`config.mk`:
```
export PLATFORM = sky130hd
export DESIGN_NAME = tpu_host_sequencer
export DESIGN_NICKNAME = d
export VERILOG_FILES = /design/src/rtl/tpu_host_sequencer.sv
export SDC_FILE = /design/constraint.sdc
export NUM_CORES = 1
export LEC_CHECK = 0
export CORE_AREA = 2 2 58 60
export DETAILED_ROUTE_END_ITERATION = 7
export DIE_AREA = 0 0 60 62
export GPL_TIMING_DRIVEN = 1
export PLACE_DENSITY_LB_ADDON = 0.15
export SETUP_SLACK_MARGIN = 0.1
export SLEW_MARGIN = 20
export SYNTH_ARGS = -nofsm -noshare
export SYNTH_HDL_FRONTEND = slang
export SYNTH_SLANG_ARGS = --single-unit
```
`constraint.sdc`:
```
create_clock -name clk -period 1.2 [get_ports clk]
set_input_delay 0.18 -clock clk [delete_from_list [all_inputs] [get_ports clk]]
set_output_delay 0.18 -clock clk [all_outputs]
set_load 0.02 [all_outputs]
```
`src/rtl/tpu_host_sequencer.sv`:
```
// Host-side sequencer for the TPU matrix controller: loads 8 operand bytes
// (A0..A3, B0..B3), waits for done, then drains the 4 result bytes.
// Optional WAIT watchdog enabled by defining TPU_SEQ_TIMEOUT_EN.
module tpu_host_sequencer #(
    parameter int unsigned TIMEOUT_CYCLES = 64
) (
    input  logic       clk,
    input  logic       rst,
    input  logic       in_valid,
    output logic       in_ready,
    input  logic [7:0] in_byte,
    output logic       load_en,
    output logic       load_sel_ab,
    output logic [1:0] load_index,
    output logic [7:0] load_data,
    input  logic       done,
    output logic       output_en,
    output logic [1:0] output_sel,
    input  logic [7:0] out_data,
    output logic       res_valid,
    input  logic       res_ready,
    output logic [7:0] res_byte,
    output logic       busy,
    output logic       err
);

`ifdef TPU_SEQ_TIMEOUT_EN
    typedef enum logic [2:0] {
        ST_LOAD = 3'd0,
        ST_WAIT = 3'd1,
        ST_SEL  = 3'd2,
        ST_PRES = 3'd3,
        ST_ERR  = 3'd4
    } state_e;

    localparam int unsigned WCNT_W = $clog2(TIMEOUT_CYCLES + 1);

    logic [WCNT_W-1:0] wcnt_q, wcnt_d;
`else
    typedef enum logic [2:0] {
        ST_LOAD = 3'd0,
        ST_WAIT = 3'd1,
        ST_SEL  = 3'd2,
        ST_PRES = 3'd3
    } state_e;

    // Watchdog limit has no meaning when the watchdog is compiled out
    logic unused_timeout;
    assign unused_timeout = |TIMEOUT_CYCLES;
`endif

    state_e     state_q, state_d;
    logic [2:0] cnt_q, cnt_d;
    logic [1:0] ridx_q, ridx_d;
    logic       load_en_q, load_en_d;
    logic       load_sel_ab_q, load_sel_ab_d;
    logic [1:0] load_index_q, load_index_d;
    logic [7:0] load_data_q, load_data_d;
    logic [7:0] res_byte_q, res_byte_d;

    // Handshake and status outputs decode directly from state
    assign in_ready    = (state_q == ST_LOAD);
    assign output_en   = (state_q == ST_SEL);
    assign res_valid   = (state_q == ST_PRES);
    assign output_sel  = ((state_q == ST_SEL) || (state_q == ST_PRES)) ? ridx_q : 2'd0;
    assign busy        = !((state_q == ST_LOAD) && (cnt_q == 3'd0));
`ifdef TPU_SEQ_TIMEOUT_EN
    assign err         = (state_q == ST_ERR);
`else
    assign err         = 1'b0;
`endif

    assign load_en     = load_en_q;
    assign load_sel_ab = load_sel_ab_q;
    assign load_index  = load_index_q;
    assign load_data   = load_data_q;
    assign res_byte    = res_byte_q;

    // Next-state, counter and registered-output computation
    always_comb begin
        state_d       = state_q;
        cnt_d         = cnt_q;
        ridx_d        = ridx_q;
        load_en_d     = 1'b0;
        load_sel_ab_d = load_sel_ab_q;
        load_index_d  = load_index_q;
        load_data_d   = load_data_q;
        res_byte_d    = res_byte_q;
`ifdef TPU_SEQ_TIMEOUT_EN
        wcnt_d        = '0;
`endif
        unique case (state_q)
            ST_LOAD: begin
                if (in_valid) begin
                    load_en_d     = 1'b1;
                    load_sel_ab_d = cnt_q[2];
                    load_index_d  = cnt_q[1:0];
                    load_data_d   = in_byte;
                    cnt_d         = cnt_q + 3'd1;
                    if (cnt_q == 3'd7) begin
                        state_d = ST_WAIT;
                    end
                end
            end
            ST_WAIT: begin
                if (done) begin
                    state_d = ST_SEL;
                    ridx_d  = 2'd0;
`ifdef TPU_SEQ_TIMEOUT_EN
                end else if (wcnt_q == WCNT_W'(TIMEOUT_CYCLES - 1)) begin
                    state_d = ST_ERR;
                end else begin
                    wcnt_d = wcnt_q + WCNT_W'(1);
`endif
                end
            end
            ST_SEL: begin
                res_byte_d = out_data;
                state_d    = ST_PRES;
            end
            ST_PRES: begin
                if (res_ready) begin
                    if (ridx_q == 2'd3) begin
                        state_d = ST_LOAD;
                    end else begin
                        ridx_d  = ridx_q + 2'd1;
                        state_d = ST_SEL;
                    end
                end
            end
`ifdef TPU_SEQ_TIMEOUT_EN
            ST_ERR: begin
                state_d = ST_ERR;
            end
`endif
            default: begin
                state_d = ST_LOAD;
            end
        endcase
    end

    // State and output registers with synchronous reset
    always_ff @(posedge clk) begin
        if (rst) begin
            state_q       <= ST_LOAD;
            cnt_q         <= 3'd0;
            ridx_q        <= 2'd0;
            load_en_q     <= 1'b0;
            load_sel_ab_q <= 1'b0;
            load_index_q  <= 2'd0;
            load_data_q   <= 8'd0;
            res_byte_q    <= 8'd0;
`ifdef TPU_SEQ_TIMEOUT_EN
            wcnt_q        <= '0;
`endif
        end else begin
            state_q       <= state_d;
            cnt_q         <= cnt_d;
            ridx_q        <= ridx_d;
            load_en_q     <= load_en_d;
            load_sel_ab_q <= load_sel_ab_d;
            load_index_q  <= load_index_d;
            load_data_q   <= load_data_d;
            res_byte_q    <= res_byte_d;
`ifdef TPU_SEQ_TIMEOUT_EN
            wcnt_q        <= wcnt_d;
`endif
        end
    end

endmodule

```
==> results of run 1 <==
## worst max-delay path by stage
stage	end	depth (start not counted)	slack, ps
2_1_floorplan	load_data[1]$_SDFFE_PP0P_	6	-30
3_3_place_gp	busy	3	-250
3_5_place_dp	busy	3	-270
4_1_cts	load_data[3]$_SDFFE_PP0P_	6	-110
5_1_grt	load_data[4]$_SDFFE_PP0P_	6	-240
6_report	load_data[3]$_SDFFE_PP0P_	6	-150
## layout make-up
type	count	area share, %
Inverter	4	0.846
Sequential cell	27	31.2
Clock buffer	4	1.48
Timing Repair Buffer	63	31.4
Multi-Input combinational cell	81	31.9
Tap cell	46	3.24
## stage by stage
step	hold slack, ps	power, uW	cells
detailed placement	447	1240	215
global route	384	1700	225
finish	404	1620	225
global placement	443	1230	215
floorplan	316	1080	121
CTS	391	1620	223
## cells by family (layout without fill, tap and decap cells)
kind of cell             after synthesis  count (layout)  share of synthesized area, %
adder cells (fa/ha/maj)                4               4                          4.51
buffers and inverters                 13              71                          7.00
XOR/XNOR                               1               1                         0.790
AO/OA/AOI/OAI                         14              14                          6.77
flip-flops                            27              27                          48.8
AND/OR/NAND/NOR                       48              48                          20.1
other                                  1               1                         0.338
multiplexers                          13              13                          11.7
## worst max-delay path, cell delays in order (launching register included)
cell	delay (ps)
dfxtp_4	390
buf_6	120
nor3b_4	220
buf_4	150
buf_12	120
mux2i_1	180
nor2_1	60
## layer usage
layer,vias up,part of all wire (%)
met3,2,4.3
met4,0,0.76
met1,468,44
li1,508,-
met2,26,51
met5,-,0
## Yosys cell counts
master / count
nand3_1: 3
mux2i_1: 13
nor2b_1: 1
buf_2: 2
buf_6: 1
xnor2_1: 1
inv_2: 1
or2_2: 2
inv_1: 3
nand3b_1: 2
a21o_1: 1
buf_8: 1
nor2_1: 16
buf_4: 2
dfxtp_1: 27
a21oi_1: 12
nor3b_2: 1
conb_1: 1
and2_1: 3
nand4b_1: 1
a22oi_1: 1
nand2_1: 18
clkbuf_1: 3
nand2b_1: 1
ha_1: 4
## state kept, by name (all words and copies together) (netlist names)
name         flops
load_en          1
load_index       2
state_q          2
ridx_q           2
cnt_q            3
res_byte         8
load_data        8
load_sel_ab      1
## what timing repair did
item,CTS,global route
cloned,1,0
resized for setup,124,14
hold buffers,0,0
pin swaps,5,2
setup endpoints to repair,50,25
setup buffers,3,2
## power by group through the flow
stage | combinational [uW] | clock (uW) | sequential, uW
6_report | 299 | 379 | 937
2_1_floorplan | 96.1 | 0 | 988
4_1_cts | 284 | 402 | 937
5_1_grt | 322 | 435 | 942
3_3_place_gp | 275 | 0 | 958
3_5_place_dp | 281 | 0 | 958
==> results.txt, run 1 <==
Worst R2R Path Depth = 6
post-DP HPWL = 1780 um
CTS root buffer = clkbuf_4
Syn Std Cell Area = 1110 um2
CP Capture Type = flip-flop
top cells by area, synth = dfxtp_1, mux2i_1, nand2_1, a21oi_1, nor2_1
Pins Over Slew Limit = 0
final worst slack = -151 ps
status = finished with violations
insertion delay to the later sink of the worst-skew pair = 310 ps
Syn Area/Cell = 9.16 um2
Detailed Route WL = 2630 um
CORE AREA = 3180 um2
post-synthesis sequential area ratio = 48.8%
remaining antenna violation count = 0
Total GRT Usage = 14.7%
failing checks = setup timing
initial antenna violation count = 0
cells after synthesis = 121
Switch Pwr = 394 uW
reg-to-reg slack, setup = -150 ps
Pint = 1220 uW
drc violations = 0
footprint of the multi-input gates = 566 um2
CTS clk-pin slew, worst paths = 140 ps
FF+latch count, synth = 27
maxcap violations = 0
final RePlAce weighted congestion = 0.730
met2 capacity usage during global routing = 26.1%
Die ar. = 3720 um2
critical path arrival = 1570 ps
area post-placement = 1690 um2
RSZ-0062 raised after global routing = true
TritonCTS clock tree = built
Core Rows = 21
Hold Path Depth = 3
Fin. Hold Viols = 0
Hold Path Class = primary input to flip-flop
Reg power frac = 58.0%
starting density of the core = 34.9%
GR Util met3 = 1.86%
vias in the first global route = 964
met1 Usage GRT = 18.2%
clock sink total = 27
Clock power frac = 23.5%
P_leak = 0.000785 uW
Yosys cell types = 25
share of cells above drive strength 1 = 37.4%
Die Y = 62 um
Worst Hold End = res_byte[7]$_SDFFE_PP0P_
RR Startpoint = state_q[1]$_SDFFE_PP0P_
CP Class = flip-flop to flip-flop
fmax = 740 MHz
Chip Width = 60 um
post-synth net total = 146
Clock H-tree levels = 1
GRT overflow = 0
First-pass DRT Iterations = 4
CP max FO = 8
final instance area = 1770 um2
average wire per standard cell = 11.7 um
area leader, netlist = dfxtp_1
CP required = 1420 ps
post-synth top area share = 48.8%
Hold Startpoint = out_data[7]
setup slack after placement = -273 ps
Startpoint Class = flip-flop
Max Root-Sink Buffers = 2
Worst Setup SP = state_q[1]$_SDFFE_PP0P_
FILL cells = 293
DR vias = 1004
R2R Path End = load_data[3]$_SDFFE_PP0P_
combinational share of power = 18.5%
GRT busiest layer = met2
CTS Buf Count = 3
vias per cell = 4.46
boundary pin count = 48
nets@finish = 205
Clock Skews = 6.16 ps
largest net degree at the start of global routing = 28
post-layout util = 55.8%
Area Overhead vs Synth = 60.0%
fin crit share = 113%
ANT cells = 0
total power per unit cell area = 910 nW/um2
Iter 0 DRT Violations = 12
first-pass GRT wire length = 4110 um
post-layout min period = 1350 ps
setup violators final = 19
Reg area = 553 um2
Net Sw Frac = 24.4%
most frequent cells in the layout = dfxtp_1, buf_2, clkdlybuf4s50_1
Port Buffers = 46
Max VDD drop = 0.000586 V
Yosys Warn Count = 0
final setup TNS = -2030 ps
No activity file was read; power rests on OpenSTA's default activity.
==> run 2, diff against run 1 <==
- CORE_AREA: 2 2 58 60 -> 2 2 48 73
- DIE_AREA: 0 0 60 62 -> 0 0 50 75
==> results.txt, run 2 (synthesis gave the netlist of run 1 again) <==
GRT overflow = 0
Chip Width = 50 um
final worst slack = -105 ps
vias in the first global route = 1002
Worst Hold End = res_byte[7]$_SDFFE_PP0P_
setup violators final = 19
P_leak = 0.000762 uW
CTS Buf Count = 3
final instance area = 1770 um2
clock sink total = 27
CP Capture Type = flip-flop
Hold Startpoint = res_byte[7]$_SDFFE_PP0P_
initial antenna violation count = 0
average wire per standard cell = 11.3 um
most frequent cells in the layout = dfxtp_1, clkdlybuf4s50_1, nand2_1
worst path cell trace = buf_6 -> nor3b_4 -> buf_4 -> buf_6 -> mux2i_1 -> nor2_1
Core Rows = 25
final RePlAce weighted congestion = 0.681
fin crit share = 109%
total power per unit cell area = 964 nW/um2
Worst Setup SP = state_q[1]$_SDFFE_PP0P_
failing checks = setup timing
Max Root-Sink Buffers = 2
nets@finish = 205
Worst R2R Path Depth = 6
Area Overhead vs Synth = 59.9%
area post-placement = 1690 um2
first-pass GRT wire length = 4290 um
DR vias = 1000
CP Class = flip-flop to flip-flop
CORE AREA = 3100 um2
CP max FO = 7
Fin. Hold Viols = 0
share of cells above drive strength 1 = 34.6%
status = finished with violations
vias per cell = 4.57
FILL cells = 305
most common cell after layout, fill and taps aside = dfxtp_1
Hold Path Depth = 2
CP max stage cell = dfxtp_4
drc violations = 0
fmax = 767 MHz
First-pass DRT Iterations = 4
setup slack after placement = -360 ps
boundary pin count = 48
CTS clk-pin slew, worst paths = 90 ps
post-layout min period = 1300 ps
starting density of the core = 35.8%
RR Startpoint = state_q[1]$_SDFFE_PP0P_
ANT cells = 0
Port Buffers = 46
insertion delay to the later sink of the worst-skew pair = 270 ps
Clock Skews = 7.31 ps
CP peak stage delay = 370 ps
largest net degree at the start of global routing = 28
Die ar. = 3750 um2
Max VDD drop = 0.000768 V
Detailed Route WL = 2480 um
most frequent CP cell = buf_6
Hold Path Class = flip-flop to flip-flop
Total GRT Usage = 14.7%
reg-to-reg slack, setup = -100 ps
CTS root buffer = clkbuf_8
Pins Over Slew Limit = 0
Startpoint Class = flip-flop
remaining antenna violation count = 0
Clock H-tree levels = 1
Iter 0 DRT Violations = 11
RSZ-0062 raised after global routing = true
CP required = 1370 ps
critical path arrival = 1470 ps
Die Y = 75 um
post-DP HPWL = 1890 um
TritonCTS clock tree = built
R2R Path End = load_data[7]$_SDFFE_PP0P_
maxcap violations = 0
[run 2: stage by stage]
stage               util, %  setup TNS (ps)  std cells  hold slack, ps  total power (uW)
floorplan                 -            -202        121             316              1080
global placement       54.5           -5440        211             444              1230
detailed placement     54.5           -6320        211             448              1240
CTS                    57.7            -976        217             450              1750
global route           57.3           -2680        219             472              1800
finish                 57.3           -1140        219             456              1710
[run 2: worst max path at each step]
| stage | cells after the start | end | slack, ps |
|---|---|---|---|
| detailed placement | 5 | load_data[3]$_SDFFE_PP0P_ | -360 |
| finish | 6 | load_data[7]$_SDFFE_PP0P_ | -100 |
| floorplan | 6 | load_data[1]$_SDFFE_PP0P_ | -30 |
| global route | 6 | load_data[7]$_SDFFE_PP0P_ | -180 |
| CTS | 5 | load_data[3]$_SDFFE_PP0P_ | -90 |
| global placement | 5 | load_data[5]$_SDFFE_PP0P_ | -290 |
[run 2: layout make-up]
| cell class | instances | area, um2 | share of cell area, % |
|---|---|---|---|
| sequential | 27 | 552 | 31.1 |
| multi-input combinational | 81 | 531 | 29.9 |
| tap | 40 | 50.0 | 2.82 |
| timing repair buffer | 63 | 579 | 32.7 |
| inverter | 4 | 15.0 | 0.847 |
| clock buffer | 3 | 41.3 | 2.33 |
| clock inverter | 1 | 5.00 | 0.282 |
[run 2: repair_timing]
action / CTS / global route
buffers inserted: 2 / 2
pin swaps: 2 / 4
endpoints found under the setup margin: 45 / 45
hold buffers: 0 / 0
resized for setup: 94 / 24
[run 2: report_power, final]
| group | total [uW] | leakage, uW | internal, uW | switching, uW |
|---|---|---|---|---|
| Clock | 500 | 0.0000255 | 232 | 268 |
| Combinational | 274 | 0.000514 | 156 | 118 |
| Sequential | 934 | 0.000223 | 920 | 14.3 |
| Total | 1710 | 0.000762 | 1310 | 401 |
[run 2: per-layer routing]
metal  routed length (um)  share of wire [%]  up-vias  track usage, %
met5                    0                  0        -               0
li1                     -                  -      507               -
met2                 1350                 54       28            26.0
met3                  137                5.5        4            3.37
met4                   51                2.1        0            8.64
met1                  946                 38      461            16.0
[run 2: worst max-delay path, delay by kind of cell (launching register included)]
| family | cells | cell delay, ps |
|---|---|---|
| AND/OR/NAND/NOR | 2 | 310 |
| flip-flops | 1 | 370 |
| buffers and inverters | 3 | 370 |
| multiplexers | 1 | 160 |
==> run 3, diff against run 2 <==
- CORE_AREA: 2 2 48 73 -> 2 2 47 71
- CTS_BUF_LIST: default -> sky130_fd_sc_hd__clkbuf_2 sky130_fd_sc_hd__clkbuf_4 sky130_fd_sc_hd__clkbuf_8
- DIE_AREA: 0 0 50 75 -> 0 0 49 73
==> results.txt, run 3 (synthesis gave the netlist of run 1 again) <==
vias in the first global route = 1005
ANT cells = 0
hold bufs inserted after CTS = 0
Hold Path Class = primary input to flip-flop
CP max FO = 8
remaining antenna violation count = 0
CP max stage cell = dfxtp_4
setup slack after placement = -297 ps
Hold Path Depth = 3
first-pass GRT wire length = 4530 um
Pins Over Slew Limit = 0
Hold Startpoint = out_data[3]
final hold slack = 447 ps
failing checks = setup timing
Area Overhead vs Synth = 64.3%
Switch Pwr = 428 uW
Detailed Route WL = 2680 um
clock sink total = 27
share of cells above drive strength 1 = 36.5%
setup violators final = 17
P_leak = 0.000769 uW
CP peak stage delay = 370 ps
area post-placement = 1680 um2
fin crit share = 110%
Worst Setup SP = state_q[0]$_SDFFE_PP0P_
Clock H-tree levels = 1
Die ar. = 3580 um2
CTS Buf Count = 3
CP Capture Type = flip-flop
Net Sw Frac = 24.3%
worst path cell trace = buf_6 -> nor3b_4 -> buf_6 -> buf_12 -> mux2i_2 -> nor2_1
maxcap violations = 0
status = finished with violations
Core Rows = 25
insertion delay to the later sink of the worst-skew pair = 270 ps
Reg power frac = 53.1%
FILL cells = 288
TritonCTS clock tree = built
drc violations = 0
CORE AREA = 3030 um2
vias per cell = 4.52
Port Buffers = 46
Levels on crit path = 6
Total GRT Usage = 16.3%
Worst R2R Path Depth = 6
Max VDD drop = 0.000718 V
CTS root buffer = clkbuf_8
final worst slack = -120 ps
Die Y = 73 um
Worst Path Buf+Inv = 3
CP required = 1370 ps
fmax = 758 MHz
post-layout util = 60.0%
Max Root-Sink Buffers = 2
combinational share of power = 17.6%
most frequent CP cell = buf_6
largest net degree at the start of global routing = 28
final instance area = 1820 um2
Startpoint Class = flip-flop
CTS clk-pin slew, worst paths = 90 ps
starting density of the core = 36.5%
Fin. Hold Viols = 0
average wire per standard cell = 12.3 um
Clock Skews = 1.83 ps
RR Startpoint = state_q[0]$_SDFFE_PP0P_
most common cell after layout, fill and taps aside = dfxtp_1
Clock power frac = 29.4%
most frequent cells in the layout = dfxtp_1, clkdlybuf4s50_1, nand2_1
total power per unit cell area = 968 nW/um2
Pint = 1330 uW
Chip Width = 49 um
final RePlAce weighted congestion = 0.689
final setup TNS = -1180 ps
Iter 0 DRT Violations = 15
initial antenna violation count = 0
Top Family by Delay on Critical Path = buffers and inverters
nets@finish = 204
post-layout min period = 1320 ps
post-DP HPWL = 1800 um
critical path arrival = 1490 ps
GRT overflow = 0
DR vias = 986
CP Class = flip-flop to flip-flop
boundary pin count = 48
RSZ-0062 raised after global routing = true
First-pass DRT Iterations = 4
==> run 3: cell types whose count changed in the layout (fill, tap and decap cells not counted), sizes merged <==
cell	delta
clkinvlp	+1
clkinv	-1
clkbuf	-1
==> run 3: worst reg2reg max path, cell delays in order (launching register included) <==
cell and delay (ps):
dfxtp_4 370, buf_6 120, nor3b_4 170, buf_6 150, buf_12 130, mux2i_2 220, nor2_1 50
==> run 3: layer usage <==
metal | vias to the layer above | part of all wire, % | GRT usage (%)
met5 | - | 0 | 0
met4 | 0 | 1.4 | 6.67
met3 | 4 | 4.4 | 3.07
met2 | 29 | 56 | 30.4
met1 | 448 | 38 | 18.0
li1 | 505 | - | -
==> run 3: repair_timing <==
item / 4_1_cts / 5_1_grt
setup endpoints to repair: 52 / 39
gates cloned: 1 / 0
gates resized for setup: 107 / 16
pin swaps: 7 / 7
buffers inserted: 4 / 1
==> run 3: layout make-up <==
class,instances,area (um2),area share [%]
clock inverters,1,7.51,0.412
clock buffers,3,41.3,2.27
flip-flops and latches,27,553,30.4
inverters,4,15.0,0.824
repair buffers,62,587,32.2
well taps,40,50.0,2.75
multi-input cells,81,568,31.2
==> run 3: through the flow <==
step / cells / power [uW]
floorplan: 121 / 1080
global placement: 208 / 1230
detailed placement: 208 / 1240
CTS: 217 / 1800
global route: 218 / 1850
finish: 218 / 1760
==> run 3: power by group through the flow <==
stage               clock network (uW)  logic, uW  registers (uW)
floorplan                            0       96.1             988
global placement                     0        275             958
detailed placement                   0        280             959
CTS                                544        315             936
global route                       577        332             940
finish                             518        310             936
==> run 3: path summary, 6_finish.rpt <==
path	to	slack (ps)
worst max-delay path	cnt_q[1]$_SDFFE_PP0P_	-120
worst min-delay path	res_byte[3]$_SDFFE_PP0P_	450
worst max register to register	cnt_q[1]$_SDFFE_PP0P_	-120
worst min register to register	res_byte[2]$_SDFFE_PP0P_	450
